File: config.mk
export PLATFORM = sky130hd
export DESIGN_NAME = ip_spi_cmd_slave
export DESIGN_NICKNAME = d
export VERILOG_FILES = /design/src/rtl/ip_spi_cmd_pkg.sv /design/src/rtl/ip_spi_cmd_fifo.sv /design/src/rtl/ip_spi_cmd_slave.sv
export SDC_FILE = /design/constraint.sdc
export NUM_CORES = 1
export LEC_CHECK = 0
export ABC_AREA = 1
export CORE_ASPECT_RATIO = 1.25
export CORE_MARGIN = 3
export CORE_UTILIZATION = 46
export DETAILED_ROUTE_END_ITERATION = 16
export GPL_TIMING_DRIVEN = 0
export MAX_ROUTING_LAYER = met4
export PLACE_DENSITY_LB_ADDON = 0.05
export SETUP_SLACK_MARGIN = 0.2
export SKIP_LAST_GASP = 1
export SLEW_MARGIN = 20
export SYNTH_ARGS = -nofsm -noshare
export SYNTH_HDL_FRONTEND = slang
export SYNTH_SLANG_ARGS = --single-unit
File: constraint.sdc
create_clock -name clk -period 1.7 [get_ports clk]
set_input_delay 0.34 -clock clk [delete_from_list [all_inputs] [get_ports clk]]
set_output_delay 0.34 -clock clk [all_outputs]
set_load 0.005 [all_outputs]
File: src/rtl/ip_spi_cmd_pkg.sv
`default_nettype none
// ============================================================================
// Module   : ip_spi_cmd_pkg
// Brief    : Opcodes and FSM state type shared by the SPI command slave.
// Revision : 1.0 - initial release
// ============================================================================
package ip_spi_cmd_pkg;

    localparam logic [7:0] CMD_PING   = 8'h00;
    localparam logic [7:0] CMD_STOP   = 8'h01;
    localparam logic [7:0] CMD_RUN    = 8'h02;
    localparam logic [7:0] CMD_KEY    = 8'h03;
    localparam logic [7:0] CMD_WRITE  = 8'h04;
    localparam logic [7:0] CMD_STATUS = 8'h05;
    localparam logic [7:0] CMD_RESET  = 8'h06;

    typedef enum logic [2:0] {
        IDLE     = 3'd0,
        OPCODE   = 3'd1,
        KEY_ROW  = 3'd2,
        KEY_DATA = 3'd3,
        BANK     = 3'd4,
        STREAM   = 3'd5,
        STATUS   = 3'd6,
        IGNORE   = 3'd7
    } state_t;

endpackage
`default_nettype wire

File: src/rtl/ip_spi_cmd_fifo.sv
`default_nettype none
// ============================================================================
// Module   : ip_spi_cmd_fifo
// Brief    : Synchronous FIFO buffering memory write requests.
// Revision : 1.0 - initial release
// ============================================================================
module ip_spi_cmd_fifo #(
    parameter int WIDTH = 8,
    parameter int DEPTH = 4
) (
    input  logic             clk,
    input  logic             n_reset,
    input  logic             push,
    input  logic [WIDTH-1:0] push_data,
    input  logic             pop,
    output logic [WIDTH-1:0] pop_data,
    output logic             full,
    output logic             empty
);
    localparam int c_ptr_w = $clog2(DEPTH);
    localparam logic [c_ptr_w:0] c_ptr_one = 1;

    logic [WIDTH-1:0] r_mem [DEPTH];
    logic [c_ptr_w:0] r_wr_ptr;
    logic [c_ptr_w:0] r_rd_ptr;
    logic             w_do_push;
    logic             w_do_pop;

    // Extra pointer bit distinguishes full from empty when indices match.
    assign empty = (r_wr_ptr == r_rd_ptr);
    assign full  = (r_wr_ptr[c_ptr_w-1:0] == r_rd_ptr[c_ptr_w-1:0]) &&
                   (r_wr_ptr[c_ptr_w] != r_rd_ptr[c_ptr_w]);

    assign w_do_pop  = pop && !empty;
    assign w_do_push = push && (!full || w_do_pop);
    assign pop_data  = r_mem[r_rd_ptr[c_ptr_w-1:0]];

    always_ff @(posedge clk or negedge n_reset) begin
        if (!n_reset) begin
            for (int i = 0; i < DEPTH; i++) begin
                r_mem[i] <= '0;
            end
            r_wr_ptr <= '0;
            r_rd_ptr <= '0;
        end else begin
            if (w_do_push) begin
                r_mem[r_wr_ptr[c_ptr_w-1:0]] <= push_data;
                r_wr_ptr <= r_wr_ptr + c_ptr_one;
            end
            if (w_do_pop) begin
                r_rd_ptr <= r_rd_ptr + c_ptr_one;
            end
        end
    end

endmodule
`default_nettype wire

File: src/rtl/ip_spi_cmd_slave.sv
`default_nettype none
// ============================================================================
// Module   : ip_spi_cmd_slave
// Brief    : SPI command slave: key rows, buffered memory writes, CPU control.
// Revision : 1.0 - initial release
// ============================================================================
module ip_spi_cmd_slave
    import ip_spi_cmd_pkg::*;
#(
    parameter int         SPI_MODE   = 3,
    parameter logic [7:0] ACK_BYTE   = 8'hA5,
    parameter int         KEY_ROWS   = 16,
    parameter int         BANK_W     = 8,
    parameter int         OFFS_W     = 13,
    parameter int         FIFO_DEPTH = 4
) (
    input  logic                         clk,
    input  logic                         n_reset,
    input  logic                         spi_cs_n,
    input  logic                         spi_clk,
    input  logic                         spi_mosi,
    output logic                         spi_miso,
    input  logic                         ready,
    input  logic [7:0]                   status,
    output logic                         key_we,
    output logic [$clog2(KEY_ROWS)-1:0]  key_row,
    output logic [7:0]                   key_data,
    output logic                         mem_valid,
    input  logic                         mem_ready,
    output logic [BANK_W+OFFS_W-1:0]     mem_address,
    output logic [7:0]                   mem_wdata,
    output logic                         cpu_run,
    output logic                         cpu_reset_req,
    output logic                         overflow
);
    localparam int   c_kr_w   = $clog2(KEY_ROWS);
    localparam int   c_fifo_w = BANK_W + OFFS_W + 8;
    localparam logic c_cpol   = 1'((SPI_MODE >> 1) & 1);
    localparam logic c_cpha   = 1'(SPI_MODE & 1);
    localparam logic [OFFS_W-1:0] c_offs_one = 1;

    logic [2:0]          r_cs_sync;
    logic [2:0]          r_sck_sync;
    logic [1:0]          r_mosi_sync;
    state_t              r_state;
    logic [2:0]          r_bit_cnt;
    logic [6:0]          r_shift;
    logic [7:0]          r_tx;
    logic [7:0]          r_resp;
    logic [BANK_W-1:0]   r_bank;
    logic [OFFS_W-1:0]   r_offset;
    logic                r_push;
    logic [c_fifo_w-1:0] r_push_data;

    logic                w_cs_fall;
    logic                w_cs_rise;
    logic                w_sck_rise;
    logic                w_sck_fall;
    logic                w_sample;
    logic                w_shift;
    logic [7:0]          w_byte;
    logic [7:0]          w_resp_start;
    logic [7:0]          w_resp_next;
    logic                w_fifo_full;
    logic                w_fifo_empty;
    logic                w_pop;

    // Index 1 is the synchronised level, index 2 the one-cycle-old copy.
    assign w_cs_fall  =  r_cs_sync[2] & ~r_cs_sync[1];
    assign w_cs_rise  = ~r_cs_sync[2] &  r_cs_sync[1];
    assign w_sck_rise = ~r_sck_sync[2] &  r_sck_sync[1];
    assign w_sck_fall =  r_sck_sync[2] & ~r_sck_sync[1];
    assign w_sample   = (c_cpol ^ c_cpha) ? w_sck_fall : w_sck_rise;
    assign w_shift    = (c_cpol ^ c_cpha) ? w_sck_rise : w_sck_fall;

    assign w_byte       = {r_shift, r_mosi_sync[1]};
    assign w_resp_start = ready ? ACK_BYTE : 8'h00;
    assign w_resp_next  = !ready ? 8'h00 :
                          ((r_state == OPCODE) && (w_byte == CMD_STATUS)) ? status : ACK_BYTE;

    assign spi_miso = r_tx[7];

    always_ff @(posedge clk or negedge n_reset) begin
        if (!n_reset) begin
            // A low chip select at reset release is not seen as a frame start.
            r_cs_sync     <= '0;
            r_sck_sync    <= {3{c_cpol}};
            r_mosi_sync   <= '0;
            r_state       <= IDLE;
            r_bit_cnt     <= '0;
            r_shift       <= '0;
            r_tx          <= 8'hFF;
            r_resp        <= 8'hFF;
            r_bank        <= '0;
            r_offset      <= '0;
            r_push        <= 1'b0;
            r_push_data   <= '0;
            key_we        <= 1'b0;
            key_row       <= '0;
            key_data      <= 8'hFF;
            cpu_run       <= 1'b0;
            cpu_reset_req <= 1'b0;
            overflow      <= 1'b0;
        end else begin
            r_cs_sync     <= {r_cs_sync[1:0], spi_cs_n};
            r_sck_sync    <= {r_sck_sync[1:0], spi_clk};
            r_mosi_sync   <= {r_mosi_sync[0], spi_mosi};
            key_we        <= 1'b0;
            cpu_reset_req <= 1'b0;
            r_push        <= 1'b0;

            if (r_push && w_fifo_full && !w_pop) begin
                overflow <= 1'b1;
            end

            if (w_cs_fall) begin
                r_state   <= OPCODE;
                r_bit_cnt <= '0;
                r_tx      <= w_resp_start;
                r_resp    <= w_resp_start;
                overflow  <= 1'b0;
            end else if (w_cs_rise) begin
                r_state   <= IDLE;
                r_bit_cnt <= '0;
            end else if (r_state != IDLE) begin
                // Shift edge at a byte boundary presents the next response.
                if (w_shift) begin
                    if (r_bit_cnt == 3'd0) begin
                        r_tx <= r_resp;
                    end else begin
                        r_tx <= {r_tx[6:0], 1'b1};
                    end
                end
                if (w_sample) begin
                    r_shift   <= w_byte[6:0];
                    r_bit_cnt <= r_bit_cnt + 3'd1;
                    if (r_bit_cnt == 3'd7) begin
                        r_resp <= w_resp_next;
                        case (r_state)
                            OPCODE: begin
                                case (w_byte)
                                    CMD_STOP: begin
                                        cpu_run <= 1'b0;
                                        r_state <= IGNORE;
                                    end
                                    CMD_RUN: begin
                                        cpu_run <= 1'b1;
                                        r_state <= IGNORE;
                                    end
                                    CMD_KEY:    r_state <= KEY_ROW;
                                    CMD_WRITE:  r_state <= BANK;
                                    CMD_STATUS: r_state <= STATUS;
                                    CMD_RESET: begin
                                        cpu_reset_req <= 1'b1;
                                        r_state       <= IGNORE;
                                    end
                                    default:    r_state <= IGNORE;
                                endcase
                            end
                            KEY_ROW: begin
                                key_row <= c_kr_w'(32'(w_byte) % KEY_ROWS);
                                r_state <= KEY_DATA;
                            end
                            KEY_DATA: begin
                                key_data <= w_byte;
                                key_we   <= 1'b1;
                                r_state  <= IGNORE;
                            end
                            BANK: begin
                                r_bank   <= BANK_W'(w_byte);
                                r_offset <= '0;
                                r_state  <= STREAM;
                            end
                            STREAM: begin
                                r_push      <= 1'b1;
                                r_push_data <= {r_bank, r_offset, w_byte};
                                r_offset    <= r_offset + c_offs_one;
                            end
                            default: r_state <= IGNORE;
                        endcase
                    end
                end
            end
        end
    end

    assign mem_valid = !w_fifo_empty;
    assign w_pop     = mem_valid && mem_ready;

    ip_spi_cmd_fifo #(
        .WIDTH (c_fifo_w),
        .DEPTH (FIFO_DEPTH)
    ) u_fifo (
        .clk       (clk),
        .n_reset   (n_reset),
        .push      (r_push),
        .push_data (r_push_data),
        .pop       (w_pop),
        .pop_data  ({mem_address, mem_wdata}),
        .full      (w_fifo_full),
        .empty     (w_fifo_empty)
    );

endmodule
`default_nettype wire

==> metrics.log, run 1 <==
INFO  metric gp_congestion = 0.870
INFO  metric final_design_area_no_fill = 0.0152 sq mm
INFO  metric syn_area = 0.0106 sq mm
INFO  metric ir_worst_vdd = 1100 uV
INFO  metric finalSetupTns = -52.26 ns
INFO  metric ctsLongestPathBuffers = 3
INFO  metric std_cell_rows = 61
INFO  metric critPathMaxFanout = 6
INFO  metric setup.worst_path.end = u_fifo.r_mem[32]
INFO  metric synth-seq-area-share = 0.537
INFO  metric synth_largest_area_cell = sky130_fd_sc_hd__dfrtp_1
INFO  metric drive_above_1_share = 0.332
INFO  metric dominantRegCellSynth = sky130_fd_sc_hd__dfrtp_1
INFO  metric totalWireLength = 34800 um
INFO  metric grt_antenna_before_repair = 1
INFO  metric floorplan.die_area = 0.0249 sq mm
INFO  metric grt_setup_unrepaired = yes
INFO  metric r2r-start = u_fifo.r_wr_ptr[2]
INFO  metric tritoncts = done
INFO  metric clock_tree.root_cell = sky130_fd_sc_hd__clkbuf_16
INFO  metric synth.top_cells.by_area = sky130_fd_sc_hd__dfrtp_1 47%, sky130_fd_sc_hd__nand2_1 15%, sky130_fd_sc_hd__nand4_1 7.3%
INFO  metric synth_seq_cells = ~230
INFO  metric synth-async-reset-ratio = 1.00
INFO  metric grtUsageTotal = 0.279
INFO  metric syn_avg_cell_area = 8.19 sq um
INFO  metric global_route_wire_length_before_repair = 54200 um
INFO  metric routedWlPerCell = 19.5 um
INFO  metric floorplan.die.width = ~140 um
INFO  metric drv.max_cap_violation_count = 0
INFO  metric worst-path-stages = 9
INFO  metric worst-path-buf-inv = 4
INFO  metric post-route-util = 0.678
INFO  metric die_y = 176 um
INFO  metric max_freq = 0.463 GHz
INFO  metric delay_of_the_slowest_cell_on_the_worst_path = 0.54 ns
INFO  metric postLayoutSetupSlackWorst = -0.461 ns
INFO  metric r2r_end = u_fifo.r_mem[32]
INFO  metric clkSlewWorstSetupHoldPaths = 0.07 ns
INFO  metric htree_num_levels = 1
INFO  metric critical-path-slowest-cell = sky130_fd_sc_hd__nor2_1
INFO  metric worst_path_most_repeated_cell = sky130_fd_sc_hd__buf_12
INFO  metric timing_max_transition_violations_final = 0
INFO  metric powerDensity = 1190 mW/mm^2
INFO  metric area_growth_syn_to_layout = 43.5%
INFO  metric via_per_inst = 5.64
INFO  metric syn_inst = 1294
INFO  metric fillerInstances = 1735
INFO  metric final.hold.worst_slack = -0.260 ns
INFO  metric cp_launch_type = flop
INFO  metric worstPathCellList = xnor2_1, nor2_1, nand2_8, buf_8, buf_12, buf_12, buf_16, nand4_1, nand2_1
INFO  metric post-route-period-util = 1.27
INFO  metric finalClockSkew = between 0.01 and 0.015 ns
INFO  metric yosys.cell_count.top_type = sky130_fd_sc_hd__nand2_1
INFO  metric place_area = approximately 0.012 sq mm
INFO  metric max_slew.worst_pin.slew = 0.681 ns
INFO  metric regToRegSetupSlack = -0.46 ns
INFO  metric vias_in_the_first_global_route = around 10000
INFO  metric netlist-cell-type-count = 30
INFO  metric num-nets-final = 1510
INFO  metric post_synth_edffs = 0
INFO  metric io-pin-count = 62
INFO  metric drc = 0
INFO  metric worstHoldPathType = in2async
INFO  metric dp_slack = -0.800 ns
INFO  metric ys_warn_count = 0
INFO  metric timing.final.hold_violations = 59
INFO  metric drt_iter0_drc = 734
INFO  metric via_count = 10100
INFO  metric cp-startpoint = u_fifo.r_wr_ptr[2]
INFO  metric worst_skew_pair.late_latency = 0.52 ns
INFO  metric end_kind = flop
INFO  metric core-area = 0.0224 sq mm
INFO  metric syn_nets = 1320
INFO  metric leakage = 7.68 nW
INFO  metric timing.critical_path.max_delay_family = simple AND/OR/NAND/NOR gates
INFO  metric layout_min_cycle_time = 2.16 ns
INFO  metric dr.pass1.iters = 5
INFO  metric number_of_buffers_created_by_cts = 25
INFO  metric ff2ff_path_depth = 9
INFO  metric timing_worst_setup_path_type = reg2reg
INFO  metric failed_checks = hold timing, setup timing
INFO  metric globalRouteOverflowTotal = 0
INFO  metric power = between 15 and 20 mW
INFO  metric slew_headroom = 0.544
INFO  metric cts_num_sinks = 226
INFO  metric port_buffers = 61
INFO  metric worst-endpoint-required = 2.10 ns
INFO  metric largest_net_degree_at_the_start_of_global_routing = 96
INFO  metric result_of_the_run = complete, but fails checks
INFO  metric critical_path_arrival = roughly 2.6 ns
INFO  metric initial_utilization = 0.472
INFO  metric finalSetupViolCount = 149
INFO  metric netlist.area_leader.share = 0.470
INFO  metric synth.cells.most_frequent = 428 x sky130_fd_sc_hd__nand2_1, 199 x sky130_fd_sc_hd__dfrtp_1, 137 x sky130_fd_sc_hd__o21ai_0
INFO  metric numPlacedInstances = 1640
INFO  metric place_hpwl = just over 20000 um
INFO  metric antenna_left = 0
INFO  metric instances_no_fill = approximately 1800
-- how the worst min path moves through the flow --
| stage | start | end | cells past startpoint |
|---|---|---|---|
| floorplan | n_reset | cpu_reset_req | 0 |
| global placement | r_mosi_sync[0] | r_mosi_sync[1] | 0 |
| detailed placement | n_reset | u_fifo.r_mem[24] | 1 |
| CTS | n_reset | u_fifo.r_mem[24] | 1 |
| global route | n_reset | u_fifo.r_mem[24] | 1 |
| finish | n_reset | u_fifo.r_mem[24] | 1 |
-- worst register-to-register path, stage by stage, from the launching register on --
cell and delay (ns):
sky130_fd_sc_hd__dfrtp_1 0.44, sky130_fd_sc_hd__xnor2_1 0.18, sky130_fd_sc_hd__nor2_1 0.54, sky130_fd_sc_hd__nand2_8 0.14, sky130_fd_sc_hd__buf_8 0.18, sky130_fd_sc_hd__buf_12 0.15
sky130_fd_sc_hd__buf_12 0.13, sky130_fd_sc_hd__buf_16 0.12, sky130_fd_sc_hd__nand4_1 0.07, sky130_fd_sc_hd__nand2_1 0.08
-- power by group --
group | total [mW] | leakage [nW] | internal, mW | switching [mW]
Combinational | 6.66 | 4.26 | 3.03 | 3.64
Sequential | 5.99 | 3.02 | 5.73 | 0.267
Clock | 5.41 | 0.403 | 3.24 | 2.17
Total | 18.1 | 7.68 | 12.0 | 6.07
-- per-layer routing --
layer,part of all wire,track usage,wire (um),vias up
li1,-,-,-,4713
met1,0.38,0.338,13300,4824
met2,0.52,0.472,17900,410
met3,0.058,0.0332,2000,122
met4,0.046,0.121,1600,0
met5,0,-,0,-
-- placed cells by master (no fill, tap or decap), types with 11 or more instances in the layout --
| master | count |
|---|---|
| sky130_fd_sc_hd__clkdlybuf4s50_1 | 13 |
| sky130_fd_sc_hd__inv_1 | 47 |
| sky130_fd_sc_hd__clkbuf_1 | 11 |
| sky130_fd_sc_hd__buf_6 | 45 |
| sky130_fd_sc_hd__nor2_4 | 18 |
| sky130_fd_sc_hd__nand3_1 | 26 |
| sky130_fd_sc_hd__o21ai_2 | 37 |
| sky130_fd_sc_hd__o22ai_2 | 11 |
| sky130_fd_sc_hd__buf_4 | 35 |
| sky130_fd_sc_hd__nand3_2 | 12 |
| sky130_fd_sc_hd__clkbuf_2 | 22 |
| sky130_fd_sc_hd__nand2_2 | 45 |
| sky130_fd_sc_hd__dfstp_2 | 27 |
| sky130_fd_sc_hd__clkbuf_8 | 15 |
| sky130_fd_sc_hd__buf_8 | 31 |
| sky130_fd_sc_hd__buf_16 | 17 |
| sky130_fd_sc_hd__nand4_1 | 124 |
| sky130_fd_sc_hd__o21ai_0 | 52 |
| sky130_fd_sc_hd__o21ai_1 | 46 |
| sky130_fd_sc_hd__nand2_4 | 17 |
| sky130_fd_sc_hd__nor2_2 | 17 |
| sky130_fd_sc_hd__nor2_1 | 73 |
| sky130_fd_sc_hd__dfrtp_1 | 192 |
| sky130_fd_sc_hd__o22ai_1 | 18 |
| sky130_fd_sc_hd__buf_2 | 33 |
| sky130_fd_sc_hd__nand2_1 | 366 |
| sky130_fd_sc_hd__clkbuf_16 | 36 |
-- sequential cells by signal, summed over array words and instances, names as in the netlist, 7 cells and up --
register,count
u_fifo.r_mem,116
r_resp,8
r_push_data,29
r_shift,7
r_tx,8
r_bank,8
r_offset,13
key_data,8
-- cell families after synthesis --
group | share of synthesized area
compound gates | 0.0913
xor+xnor | 0.00579
fa+ha+maj | 0.0130
buf+inv | 0.0595
flops | 0.537
simple gates | 0.293
-- what timing repair did --
item                                   CTS  global route
cloned                                  23             6
setup buffers                           48            23
setup endpoints to repair              259           256
gates resized for setup                537           221
pin swaps                              120            91
endpoints found under the hold margin   59            59
-- area by class of cell --
cell class	count	area, sq um	area share
antenna	1	2.50	0.000165
multi-input combinational	918	5190	0.341
buffer	88	960	0.0631
clock buffer	41	776	0.0510
clock inverter	4	47.5	0.00313
timing repair buffer	163	1920	0.126
sequential	226	5700	0.375
inverter	62	258	0.0169
tap	283	354	0.0233
Power figures use the tool's default switching activity.
==> run 2: changes to the inputs <==
--- a/config.mk
+++ b/config.mk
@@ -9,6 +9,7 @@
 export CORE_ASPECT_RATIO = 1.25
 export CORE_MARGIN = 3
 export CORE_UTILIZATION = 46
+export CTS_CLUSTER_DIAMETER = 150
 export DETAILED_ROUTE_END_ITERATION = 16
 export GPL_TIMING_DRIVEN = 0
 export MAX_ROUTING_LAYER = met4
==> results of run 2 <==
Same layout as run 1: the final DEF is identical, and so are final timing and power.
==> run 3: changes to the inputs <==
--- a/config.mk
+++ b/config.mk
@@ -14,7 +14,8 @@
 export GPL_TIMING_DRIVEN = 0
 export MAX_ROUTING_LAYER = met4
 export PLACE_DENSITY_LB_ADDON = 0.05
-export SETUP_SLACK_MARGIN = 0.2
+export RECOVER_POWER = 100
+export SETUP_SLACK_MARGIN = 0.15
 export SKIP_LAST_GASP = 1
 export SLEW_MARGIN = 20
 export SYNTH_ARGS = -nofsm -noshare
==> run 3 against run 2 <==
  * The run ends with setup timing left
  * Combinational power rose by 3.5%
  * Clock-buffer cell count did not move
  * First-iteration DRC count rose by 6.3%
  * Utilization fell by 0.51 points
  * Register-to-register slack improved by 0.08 ns
  * Sequential power barely moved
  * Clock skew fell by 0.0020 ns
  * Cell count barely moved
  * Final area fell by 0.76%
  * Critical path type is now reg2out
  * Largest power group unchanged
==> metrics.log, run 3 (same netlist as run 1, synthesis figures left out) <==
INFO  metric result_of_the_run = complete, but fails checks
INFO  metric failed_checks = setup timing
INFO  metric fillerInstances = 1810
INFO  metric die_y = 176 um
INFO  metric r2r-start = u_fifo.r_rd_ptr[1]
INFO  metric floorplan.die_area = roughly 0.025 sq mm
INFO  metric drt_iter0_drc = between 700 and 800
INFO  metric io-pin-count = 62
INFO  metric post-route-period-util = 1.29
INFO  metric finalSetupViolCount = about 240
INFO  metric leakage = 7.59 nW
INFO  metric routedLengthMet1 = between 10000 and 15000 um
INFO  metric via_count = 10200
INFO  metric numPlacedInstances = around 1600
INFO  metric top_register = u_fifo.r_mem
INFO  metric timing_worst_setup_path_type = reg2out
INFO  metric place_hpwl = 20600 um
INFO  metric largest_registers_ranked_by_flip_flop_count = u_fifo.r_mem (116), r_push_data (29), r_offset (13)
INFO  metric number_of_buffers_created_by_cts = 25
INFO  metric clock_tree.root_cell = sky130_fd_sc_hd__clkbuf_16
INFO  metric cp-startpoint = u_fifo.r_rd_ptr[0]
INFO  metric largest_register_ffs = 116
INFO  metric final.hold.worst_slack = 0.154 ns
INFO  metric globalRouteOverflowTotal = 0
INFO  metric dr_wl_met3 = 2460 um
INFO  metric max_freq = 0.458 GHz
INFO  metric global_route_wire_length_before_repair = around 55000 um
INFO  metric area_growth_syn_to_layout = 42.5%
INFO  metric routedWlPerCell = 19.8 um
INFO  metric antenna_left = 0
INFO  metric timing_max_transition_violations_final = 0
INFO  metric totalWireLength = 35300 um
INFO  metric powerDensity = ~1200 mW/mm^2
INFO  metric highest-signal-layer = met4
INFO  metric core-area = 0.0224 sq mm
INFO  metric std_cell_rows = between 60 and 70
INFO  metric floorplan.die.width = around 140 um
INFO  metric worstHoldPathType = in2async
INFO  metric layout.cells.most_common_list = 369 x sky130_fd_sc_hd__nand2_1, 193 x sky130_fd_sc_hd__dfrtp_1, 124 x sky130_fd_sc_hd__nand4_1, 76 x sky130_fd_sc_hd__nor2_1, 52 x sky130_fd_sc_hd__o21ai_0
INFO  metric via_per_inst = ~5.7
INFO  metric critical_path_arrival = ~1.9 ns
INFO  metric clkSlewWorstSetupHoldPaths = 0.06 ns
INFO  metric largest_net_degree_at_the_start_of_global_routing = 94
INFO  metric ctsLongestPathBuffers = 3
INFO  metric register_area = 0.00570 sq mm
INFO  metric dp_slack = -0.975 ns
INFO  metric instances_no_fill = 1785
INFO  metric htree_num_levels = 1
INFO  metric grtUsageTotal = 0.282
INFO  metric port_buffers = 61
INFO  metric n_antenna_cell = 0
INFO  metric end_kind = output pin
INFO  metric slew_headroom = 0.0313
INFO  metric postLayoutSetupSlackWorst = -0.485 ns
INFO  metric timing.final.hold_violations = 0
INFO  metric finalClockSkew = ~0.011 ns
INFO  metric max_slew.worst_pin.slew = 1.45 ns
INFO  metric multi_input_area = 0.00514 sq mm
INFO  metric final_common_cell = sky130_fd_sc_hd__nand2_1
INFO  metric worst-endpoint-required = about 1.4 ns
INFO  metric num-nets-final = 1511
INFO  metric drive_above_1_share = 0.314
INFO  metric drc = 0
INFO  metric dr_wl_met2 = 17900 um
INFO  metric cts_num_sinks = about 230
INFO  metric gp_congestion = 0.872
INFO  metric dr.pass1.iters = 5
INFO  metric initial_utilization = 0.472
INFO  metric critPathMaxFanout = 10
INFO  metric grt_setup_unrepaired = yes
INFO  metric layout_min_cycle_time = 2.19 ns
INFO  metric grt_antenna_before_repair = 0
INFO  metric cp_launch_type = flop
INFO  metric tritoncts = done
INFO  metric ir_worst_vdd = 1250 uV
INFO  metric worst_skew_pair.late_latency = 0.52 ns
INFO  metric vias_in_the_first_global_route = 10300
INFO  metric drv.max_cap_violation_count = 0
==> run 3: layout make-up <==
| cell class | instances | area share |
|---|---|---|
| sequential | 226 | 0.377 |
| multi-input combinational | 918 | 0.341 |
| timing repair buffer | 164 | 0.129 |
| buffer | 88 | 0.0633 |
| clock buffer | 41 | 0.0487 |
| tap | 283 | 0.0235 |
| inverter | 62 | 0.0166 |
| clock inverter | 3 | 0.000995 |
==> run 3: worst paths after layout <==
path	end	slack, ns	cells after the start
setup / recovery	mem_address[0]	-0.49	6
hold / removal	u_fifo.r_mem[25]	0.15	1
setup reg to reg	u_fifo.r_mem[85]	-0.38	12
hold reg to reg	r_cs_sync[1]	0.35	0
max in group asynchronous	r_resp[6]	-0.07	3
min in group clk	r_cs_sync[1]	0.35	0
==> run 3: where the power goes <==
part	internal, mW	switching, mW
Sequential	5.72	0.292
Combinational	3.20	3.68
Clock	2.93	2.15
==> run 3: stage by stage <==
stage | power (mW) | setup TNS [ns] | area (sq um) | util
after floorplan | 8.39 | 0 | 10600 | -
after global placement | 10.5 | -2137.26 | 11600 | 0.517
after detailed placement | 10.5 | -52.98 | 11700 | 0.519
after CTS | 17.2 | -32.86 | 14200 | 0.633
after global routing | 18.8 | -90.14 | 15100 | 0.673
final | 18.0 | -50.01 | 15100 | 0.673
==> run 3: critical path: stages (launching register included) <==
cell and delay (ns):
sky130_fd_sc_hd__dfrtp_1 0.37, sky130_fd_sc_hd__buf_6 0.18, sky130_fd_sc_hd__clkinv_8 0.10, sky130_fd_sc_hd__clkbuf_16 0.18, sky130_fd_sc_hd__o21ai_1 0.20, sky130_fd_sc_hd__o22ai_2 0.14, sky130_fd_sc_hd__buf_2 0.15
==> run 3: timing repair <==
item                                   4_1_cts  5_1_grt
setup endpoints to repair                  258      246
buffers inserted                            47       26
gates cloned                                22        6
pin swaps                                  142       94
endpoints found under the hold margin       45       45
gates resized for setup                    502      241
==> run 3: metal layers <==
layer	vias up	global-route usage
li1	4701	-
met1	4929	0.334
met2	470	0.482
met3	127	0.0338
met4	0	0.123
met5	-	-
